===== src/rtl/sayeh_pkg.sv =====
// Shared definitions for the SAYEH register-file context unit.
// Holds the sequencer state encoding and the default datapath widths.
package sayeh_pkg;

    localparam int DW_DEFAULT     = 16;
    localparam int REG_AW_DEFAULT = 2;

    typedef enum logic [3:0] {
        IDLE  = 4'd0,
        S_RD  = 4'd1,
        S_WR0 = 4'd2,
        S_WR1 = 4'd3,
        R_LD  = 4'd4,
        R_WR  = 4'd5,
        R_WRL = 4'd6,
        R_WRH = 4'd7,
        DONE  = 4'd8
    } ctx_state_e;

endpackage


===== src/rtl/rf_context_unit.sv =====
// rf_context_unit: context save/restore sequencer for the SAYEH register file.
//
// Save reads the general registers two at a time (left and right read ports)
// and writes them to a memory block at base_addr. Restore reads the block back
// and rewrites the registers, either as whole words or as a low-byte write
// followed by a high-byte write (RESTORE_SPLIT=1).
//
// Ports:
//   clk, rst                 clock, synchronous active-high reset
//   save_req, restore_req    start requests, sampled only in IDLE (save wins)
//   base_addr                memory block base, latched on acceptance
//   busy, done               operation in progress / one-cycle completion pulse
//   rf_laddr, rf_raddr       register file left (also write) / right address
//   rf_lout, rf_rout         register file read data
//   rf_in, rf_lwrite, rf_hwrite  register file write data and byte strobes
//   mem_addr, mem_wdata      memory address / write data
//   mem_wr, mem_rd           memory write / read request
//   mem_rdata, mem_ready     memory read data / request accepted this cycle
//
// Memory handshake: mem_wr or mem_rd acts as the valid and is held, together
// with mem_addr and mem_wdata, unchanged until a cycle with mem_ready=1; the
// transfer completes at the rising edge ending that cycle, and mem_rdata is
// taken in that same cycle. mem_rd and mem_wr are never asserted together.
module rf_context_unit
    import sayeh_pkg::*;
#(
    parameter int NUM_REGS      = 4,
    parameter int REG_AW        = REG_AW_DEFAULT,
    parameter int DW            = DW_DEFAULT,
    parameter bit RESTORE_SPLIT = 1'b0
) (
    input  logic              clk,
    input  logic              rst,
    input  logic              save_req,
    input  logic              restore_req,
    input  logic [DW-1:0]     base_addr,
    output logic              busy,
    output logic              done,
    output logic [REG_AW-1:0] rf_laddr,
    output logic [REG_AW-1:0] rf_raddr,
    input  logic [DW-1:0]     rf_lout,
    input  logic [DW-1:0]     rf_rout,
    output logic [DW-1:0]     rf_in,
    output logic              rf_lwrite,
    output logic              rf_hwrite,
    output logic [DW-1:0]     mem_addr,
    output logic [DW-1:0]     mem_wdata,
    output logic              mem_wr,
    output logic              mem_rd,
    input  logic [DW-1:0]     mem_rdata,
    input  logic              mem_ready
);

    ctx_state_e        state_q, state_d;
    logic [REG_AW-1:0] idx_q, idx_d;     // save: even register 2p; restore: register i
    logic [DW-1:0]     base_q, base_d;
    logic [DW-1:0]     hold0_q, hold0_d;
    logic [DW-1:0]     hold1_q, hold1_d;

    logic [REG_AW-1:0] odd_idx;
    logic [DW-1:0]     idx_ext;
    logic [DW-1:0]     odd_ext;
    logic              last_pair;
    logic              last_reg;

    // In save mode idx_q is always even, so OR-ing in bit 0 gives 2p+1.
    assign odd_idx   = idx_q | REG_AW'(1);
    assign idx_ext   = {{(DW-REG_AW){1'b0}}, idx_q};
    assign odd_ext   = {{(DW-REG_AW){1'b0}}, odd_idx};
    assign last_pair = (idx_q == REG_AW'(NUM_REGS - 2));
    assign last_reg  = (idx_q == REG_AW'(NUM_REGS - 1));

    always_comb begin
        state_d   = state_q;
        idx_d     = idx_q;
        base_d    = base_q;
        hold0_d   = hold0_q;
        hold1_d   = hold1_q;
        busy      = 1'b0;
        done      = 1'b0;
        rf_laddr  = '0;
        rf_raddr  = '0;
        rf_in     = '0;
        rf_lwrite = 1'b0;
        rf_hwrite = 1'b0;
        mem_addr  = '0;
        mem_wdata = '0;
        mem_wr    = 1'b0;
        mem_rd    = 1'b0;

        case (state_q)
            IDLE: begin
                if (save_req) begin
                    state_d = S_RD;
                    base_d  = base_addr;
                    idx_d   = '0;
                end else if (restore_req) begin
                    state_d = R_LD;
                    base_d  = base_addr;
                    idx_d   = '0;
                end
            end
            S_RD: begin
                busy     = 1'b1;
                rf_laddr = idx_q;
                rf_raddr = odd_idx;
                hold0_d  = rf_lout;
                hold1_d  = rf_rout;
                state_d  = S_WR0;
            end
            S_WR0: begin
                busy      = 1'b1;
                mem_wr    = 1'b1;
                mem_addr  = base_q + idx_ext;   // wraps modulo 2^DW
                mem_wdata = hold0_q;
                if (mem_ready) state_d = S_WR1;
            end
            S_WR1: begin
                busy      = 1'b1;
                mem_wr    = 1'b1;
                mem_addr  = base_q + odd_ext;
                mem_wdata = hold1_q;
                if (mem_ready) begin
                    if (last_pair) begin
                        state_d = DONE;
                    end else begin
                        idx_d   = idx_q + REG_AW'(2);
                        state_d = S_RD;
                    end
                end
            end
            R_LD: begin
                busy     = 1'b1;
                mem_rd   = 1'b1;
                mem_addr = base_q + idx_ext;
                if (mem_ready) begin
                    hold0_d = mem_rdata;
                    state_d = RESTORE_SPLIT ? R_WRL : R_WR;
                end
            end
            R_WR, R_WRL, R_WRH: begin
                busy      = 1'b1;
                rf_laddr  = idx_q;
                rf_in     = hold0_q;
                rf_lwrite = (state_q != R_WRH);
                rf_hwrite = (state_q != R_WRL);
                if (state_q == R_WRL) begin
                    state_d = R_WRH;
                end else if (last_reg) begin
                    state_d = DONE;
                end else begin
                    idx_d   = idx_q + REG_AW'(1);
                    state_d = R_LD;
                end
            end
            DONE: begin
                done    = 1'b1;
                state_d = IDLE;
            end
            default: state_d = IDLE;
        endcase
    end

    always_ff @(posedge clk) begin
        if (rst) begin
            state_q <= IDLE;
            idx_q   <= '0;
            base_q  <= '0;
            hold0_q <= '0;
            hold1_q <= '0;
        end else begin
            state_q <= state_d;
            idx_q   <= idx_d;
            base_q  <= base_d;
            hold0_q <= hold0_d;
            hold1_q <= hold1_d;
        end
    end

endmodule


===== config.mk =====
export PLATFORM = sky130hd
export DESIGN_NAME = rf_context_unit
export DESIGN_NICKNAME = d
export VERILOG_FILES = /design/src/rtl/sayeh_pkg.sv /design/src/rtl/rf_context_unit.sv
export SDC_FILE = /design/constraint.sdc
export NUM_CORES = 1
export LEC_CHECK = 0
export CAP_MARGIN = 10
export CORE_MARGIN = 2
export CORE_UTILIZATION = 40
export DETAILED_ROUTE_END_ITERATION = 12
export PLACE_DENSITY = 0.78
export SLEW_MARGIN = 5
export SYNTH_ARGS = -nofsm -noshare
export SYNTH_HDL_FRONTEND = slang
export SYNTH_SLANG_ARGS = --single-unit

===== constraint.sdc =====
create_clock -name clk -period 4.25 [get_ports clk]
set_input_delay 0.85 -clock clk [delete_from_list [all_inputs] [get_ports clk]]
set_output_delay 0.85 -clock clk [all_outputs]
set_load 0.01 [all_outputs]

; ---- Word-level counts from Yosys, hierarchy flattened
; Index checks and enable logic that the tools add are counted.
[totals]
reg_bits = 54
input_bits = 69
word_cells = 72
[classes]
addsub = 4
n_eq_ne = 19
n_mux = 31
n_reduce_logical = 13
[ops]
columns = op, count
row1 = $pmux W16 S2, 3
row2 = $mux W16, 4
row3 = $add A16 B2 Y16, 2
row4 = $mux W4, 8
row5 = $pmux W4 S6, 1
row6 = $eq A4 B3 Y1 const B, 4
row7 = $mux W2, 8
row8 = $ne A2 B2 Y1 const B, 6
row9 = $eq A4 B2 Y1 const B, 2
row10 = $ne A4 B3 Y1 const B, 2
row11 = $reduce_or A7 Y1, 1
row12 = $mux W1, 6
row13 = $pmux W2 S3, 1
row14 = $reduce_and A6 Y1, 1
row15 = $eq A2 B2 Y1 const B, 2
row16 = $eq A4 B1 Y1 const B, 1
row17 = $eq A4 B4 Y1 const B, 1
row18 = $logic_not A4 Y1, 1
row19 = $reduce_and A2 Y1, 2
row20 = $reduce_and A4 Y1, 1
row21 = $reduce_bool A2 Y1, 2
row22 = $reduce_or A2 Y1, 2
row23 = $reduce_or A4 Y1, 1
row24 = $ne A3 B3 Y1 const B, 1
row25 = other kinds (4), 4

; ---- Logic depth before layout (Yosys ltp)
[depth]
ltp_word = 4
depth_mapped = 11
depth_no_buf = 9

; ---- Least setup slack after synthesis
; OpenSTA, ideal clock, no wires.
[synth_path]
kind = register to output
from = register state_q[2]
to = output port mem_addr[14]
arrival_time_ns = 2.513
required_ns = 3.400
path_slack_ns = 0.887
stages_incl_launch_ff = 12
n_path_buf = 3
cell_sequence = dfxtp_1 > buf_4 > buf_2 > nor3_2 > buf_2 > o21ai_0 > ha_1 > fa_1 > and4_1 > nand4_1 > xor2_1 > nor2_1
[synth_via]
elab_chain_len = 3
elab_cells_between_ends = 5
[synth_rtl]
columns = element, line_no
row1 = start: declaration, rf_context_unit.sv:54  ; ctx_state_e state_q, state_d;
row2 = start signal: assignment, rf_context_unit.sv:172  ; state_q <= state_d;
row3 = $eq A4 B3 Y1 / $eq A4 B2 Y1 (equally long branches), rf_context_unit.sv:91  ; case (state_q)
row4 = $reduce_or A2 Y1 (no line), -
row5 = $pmux W16 S2 *, rf_context_unit.sv:91
row6 = end: declaration, rf_context_unit.sv:46  ; output logic [DW-1:0] mem_addr,
; Mark *: on every way between the ends. The rest lies on a longest branch, timed or not.

; ---- Worst setup path in the final report
[layout_path]
from = register state_q[3]
to = output port mem_addr[15]
; Same word-level chain as after synthesis.

==> metrics.log <==
[metrics] share of layout cells above drive strength 1: 0.0811
[metrics] post-detailed-placement half-perimeter wirelength: 6460 um
[metrics] total of cells resized after clock tree synthesis: 0
[metrics] final net count: 554
[metrics] vertical extent of the die: ~90 um
[metrics] pin count of the biggest net entering global routing: 55
[metrics] utilization of the core after routing: 0.593
[metrics] synthesized instance count: approximately 370
[metrics] Post-CTS Hold Buffers: 0
[metrics] Core Box Area: 7650 um2
[metrics] internal power summed over all cells: between 0.001 and 0.0015 W
[metrics] MaxCap Viol Count: 0
[metrics] wire per inst: 14.8 um
[metrics] number of vias per cell: 5.05
[metrics] post-synthesis compound-gate area fraction: 0.172
[metrics] TNS Setup: 0 ns
[metrics] Worst Tran Pin Value: about 1.0 ns
[metrics] residual overflow from global routing: 0
[metrics] proportion of total power due to net switching: 0.357
[metrics] Area contributors post-synth: sky130_fd_sc_hd__dfxtp_1, sky130_fd_sc_hd__mux2i_1, sky130_fd_sc_hd__nor2_1, sky130_fd_sc_hd__a22o_1, sky130_fd_sc_hd__nand2_1
[metrics] run status: completed
[metrics] clock slew at reported path FFs: 0.10 ns
[metrics] CTS sink count: between 50 and 60
[metrics] number of antenna violations at the first check in global routing: 0
[metrics] Comb power frac: 0.399
[metrics] Post-DRT Antenna Nets: 0
[metrics] first-pass iteration count of the detailed router: 4
[metrics] count of standard-cell rows: 32
[metrics] layout overhead on the synthesized area: 45.9%
[metrics] proportion of synthesized area in mux cells: 0.106
[metrics] slowest library cell on the worst path: sky130_fd_sc_hd__clkdlybuf4s50_1
[metrics] Final min period: 3.98 ns
[metrics] leading cell type in the layout, fill and taps excluded: sky130_fd_sc_hd__clkdlybuf4s50_1
[metrics] combinational family with the most area after synthesis: simple AND/OR/NAND/NOR gates
[metrics] unrepaired setup endpoints after global routing: false
[metrics] post-synthesis area per instance: 8.50 um2
[metrics] worst-case clock skew: 0.0126 ns
[metrics] Worst EP arrival: 3.13 ns
[metrics] simple logic cell fraction of the synthesized area: 0.257
[metrics] required time of the critical path: 3.40 ns
[metrics] count of pins on the block boundary: approximately 130
[metrics] ordered list of cells on the worst path: nand2b_1 > nor3_2 > o21ai_0 > ha_1 > a21oi_1 > or3_4 > or3_1 > a21oi_1 > clkdlybuf4s50_1
[metrics] ys flop type: sky130_fd_sc_hd__dfxtp_1
[metrics] wire length of the first global-routing pass: 14100 um
[metrics] worst voltage drop across the vdd grid: 174 uV
[metrics] total via count in the routed design: 2946
[metrics] count of state elements after synthesis: 54
[metrics] net load switching power: 0.000614 W
[metrics] Post-synth ARST share: 0
[metrics] sequential-to-total area share from yosys stat: 0.348
[metrics] Final Hold Vio Count: 0
[metrics] headroom to the max-slew limit: 0.303
[metrics] kind of critical path: reg -> out
[metrics] initial core utilization: 0.407
[metrics] area share of the leading cell type in the synthesized netlist: 0.348
[metrics] number of setup violations in the final report: 0
[metrics] final worst hold slack: 0.465 ns
[metrics] DRC violations left: 0
[metrics] floorplan die area: approximately 8500 um2
[metrics] global-route usage over all layers: 0.207
[metrics] Clk Latency, worst-skew pair: 0.31 ns
[metrics] total clock buffers created by CTS: 5
[metrics] Detailed Route Iter0 Violations: 159
[metrics] number of global-route vias before repair: 2943
[metrics] Min-Delay Path Class: reg -> reg
[metrics] period utilisation layout: 0.937
[metrics] sequential group share of total power: 0.393
[metrics] kind of end point of the critical path: primary output
[metrics] fill count: 671
[metrics] warnings from Yosys: 0
[metrics] CTS tree: yes
[metrics] Synth Area in Adders: 0.0225
[metrics] count of different cell masters after synthesis: 54
[metrics] Worst setup SP type: register
[metrics] Pwr Density: 380 nW/um2
[metrics] routability cong.: 0.886
[metrics] Worst Path Max Fanout: 8
[metrics] commonest non-fill, non-tap cells in the layout: sky130_fd_sc_hd__clkdlybuf4s50_1, sky130_fd_sc_hd__nor2_1, sky130_fd_sc_hd__dfxtp_1
[metrics] leakage power figure: 1.65 nW
[metrics] deepest level of the CTS H-tree: 2
[metrics] Die X: 92.2 um
[metrics] leading area contributor after synthesis: sky130_fd_sc_hd__dfxtp_1
[metrics] clock power share: 0.208
[metrics] Max Transition Viols Final: 0
[metrics] CTS root buf: sky130_fd_sc_hd__clkbuf_8
[metrics] share of the synthesized netlist area taken by xor and xnor gates: 0.0394
[metrics] Total Wirelength: about 8600 um
[metrics] library cell appearing most often on the critical path: sky130_fd_sc_hd__a21oi_1
[metrics] synthesized netlist net count: 440
[metrics] number of synthesized flops with an enable pin: 0
[metrics] antenna cell count: 0
[metrics] Max Freq: 251 MHz
[metrics] cell area after technology mapping: 3110 um2
[metrics] largest stage delay on the critical path: 0.56 ns
[metrics] deepest clock path buffer count: 2
[metrics] # port buffers: 126
[metrics] setup fix buffers added after clock tree synthesis: 0
[routing by layer]
layer	GRT usage	vias to the layer above	part of all wire
li1	-	1501	-
met1	0.250	1309	0.44
met2	0.362	128	0.47
met3	0.0567	8	0.083
met4	0.0547	0	0.0092
met5	0	-	0
[cells by family (layout without fill, tap and decap cells)]
group / after synthesis / count (layout)
adder cells (fa/ha/maj): 5 / 5
AO/OA/AOI/OAI: 72 / 72
XOR/XNOR: 14 / 14
flip-flops: 54 / 54
multiplexers: 33 / 33
buffers and inverters: 33 / 148
AND/OR/NAND/NOR: 155 / 155
[stage by stage]
step           std cells  power [W]  setup WS, ns  instance area (um2)
2_1_floorplan        366    0.00113         0.887                 3110
3_3_place_gp         575    0.00136         0.682                 4420
3_5_place_dp         575    0.00137         0.598                 4420
4_1_cts              583    0.00173         0.258                 4540
5_1_grt              583    0.00183        0.0978                 4540
6_report             583    0.00172         0.267                 4540
[power groups by stage]
stage	clock [W]	sequential, W	combinational (W)
global placement	0	0.000685	0.000678
CTS	0.000367	0.000678	0.000690
floorplan	0	0.000659	0.000473
detailed placement	0	0.000689	0.000686
finish	0.000358	0.000677	0.000686
global route	0.000384	0.000690	0.000757
[flip-flops by register name, indices dropped and copies added (netlist names)]
register / flops
base_q: 16
hold0_q: 16
hold1_q: 16
state_q: 4
idx_q: 2
[layout make-up]
| class | instances | area (um2) | area share |
|---|---|---|---|
| multi-input combinational | 279 | 1870 | 0.413 |
| clock buffer | 5 | 68.8 | 0.0152 |
| clock inverter | 3 | 48.8 | 0.0108 |
| sequential | 54 | 1080 | 0.238 |
| inverter | 7 | 27.5 | 0.00607 |
| timing repair buffer | 133 | 1310 | 0.288 |
| tap | 102 | 128 | 0.0281 |
[critical path: cells and delay by family, from the launching register on]
family                   cells  cell delay (ns)
AND/OR/NAND/NOR              4             1.01
buffers and inverters        1             0.56
AO/OA/AOI/OAI                3             0.50
flip-flops                   1             0.53
adder cells (fa/ha/maj)      1             0.23
[synthesized netlist by cell type (4+ instances only)]
| library cell | instances |
|---|---|
| sky130_fd_sc_hd__a211oi_2 | 8 |
| sky130_fd_sc_hd__a22o_1 | 16 |
| sky130_fd_sc_hd__mux2i_1 | 33 |
| sky130_fd_sc_hd__xor2_1 | 7 |
| sky130_fd_sc_hd__nand2_1 | 36 |
| sky130_fd_sc_hd__inv_1 | 6 |
| sky130_fd_sc_hd__o21ai_0 | 7 |
| sky130_fd_sc_hd__buf_2 | 10 |
| sky130_fd_sc_hd__clkbuf_1 | 6 |
| sky130_fd_sc_hd__xnor2_1 | 7 |
| sky130_fd_sc_hd__nor2b_1 | 5 |
| sky130_fd_sc_hd__buf_4 | 7 |
| sky130_fd_sc_hd__nand3_1 | 4 |
| sky130_fd_sc_hd__a211oi_1 | 10 |
| sky130_fd_sc_hd__a21oi_1 | 23 |
| sky130_fd_sc_hd__and2_1 | 18 |
| sky130_fd_sc_hd__dfxtp_1 | 54 |
| sky130_fd_sc_hd__ha_1 | 4 |
| sky130_fd_sc_hd__nor2_1 | 55 |
[path summary, 6_finish.rpt]
kind | from | endpoint | slack, ns | cells past startpoint
worst max-delay path | state_q[3]$_SDFFE_PP0P_ | mem_addr[15] | 0.27 | 9
worst min-delay path | hold1_q[0]$_SDFFE_PP0P_ | hold1_q[0]$_SDFFE_PP0P_ | 0.47 | 2
worst max register to register | state_q[3]$_SDFFE_PP0P_ | idx_q[0]$_SDFFE_PP0P_ | 2.17 | 5
worst min register to register | hold1_q[0]$_SDFFE_PP0P_ | hold1_q[0]$_SDFFE_PP0P_ | 0.47 | 2
Power figures use the tool's default switching activity.
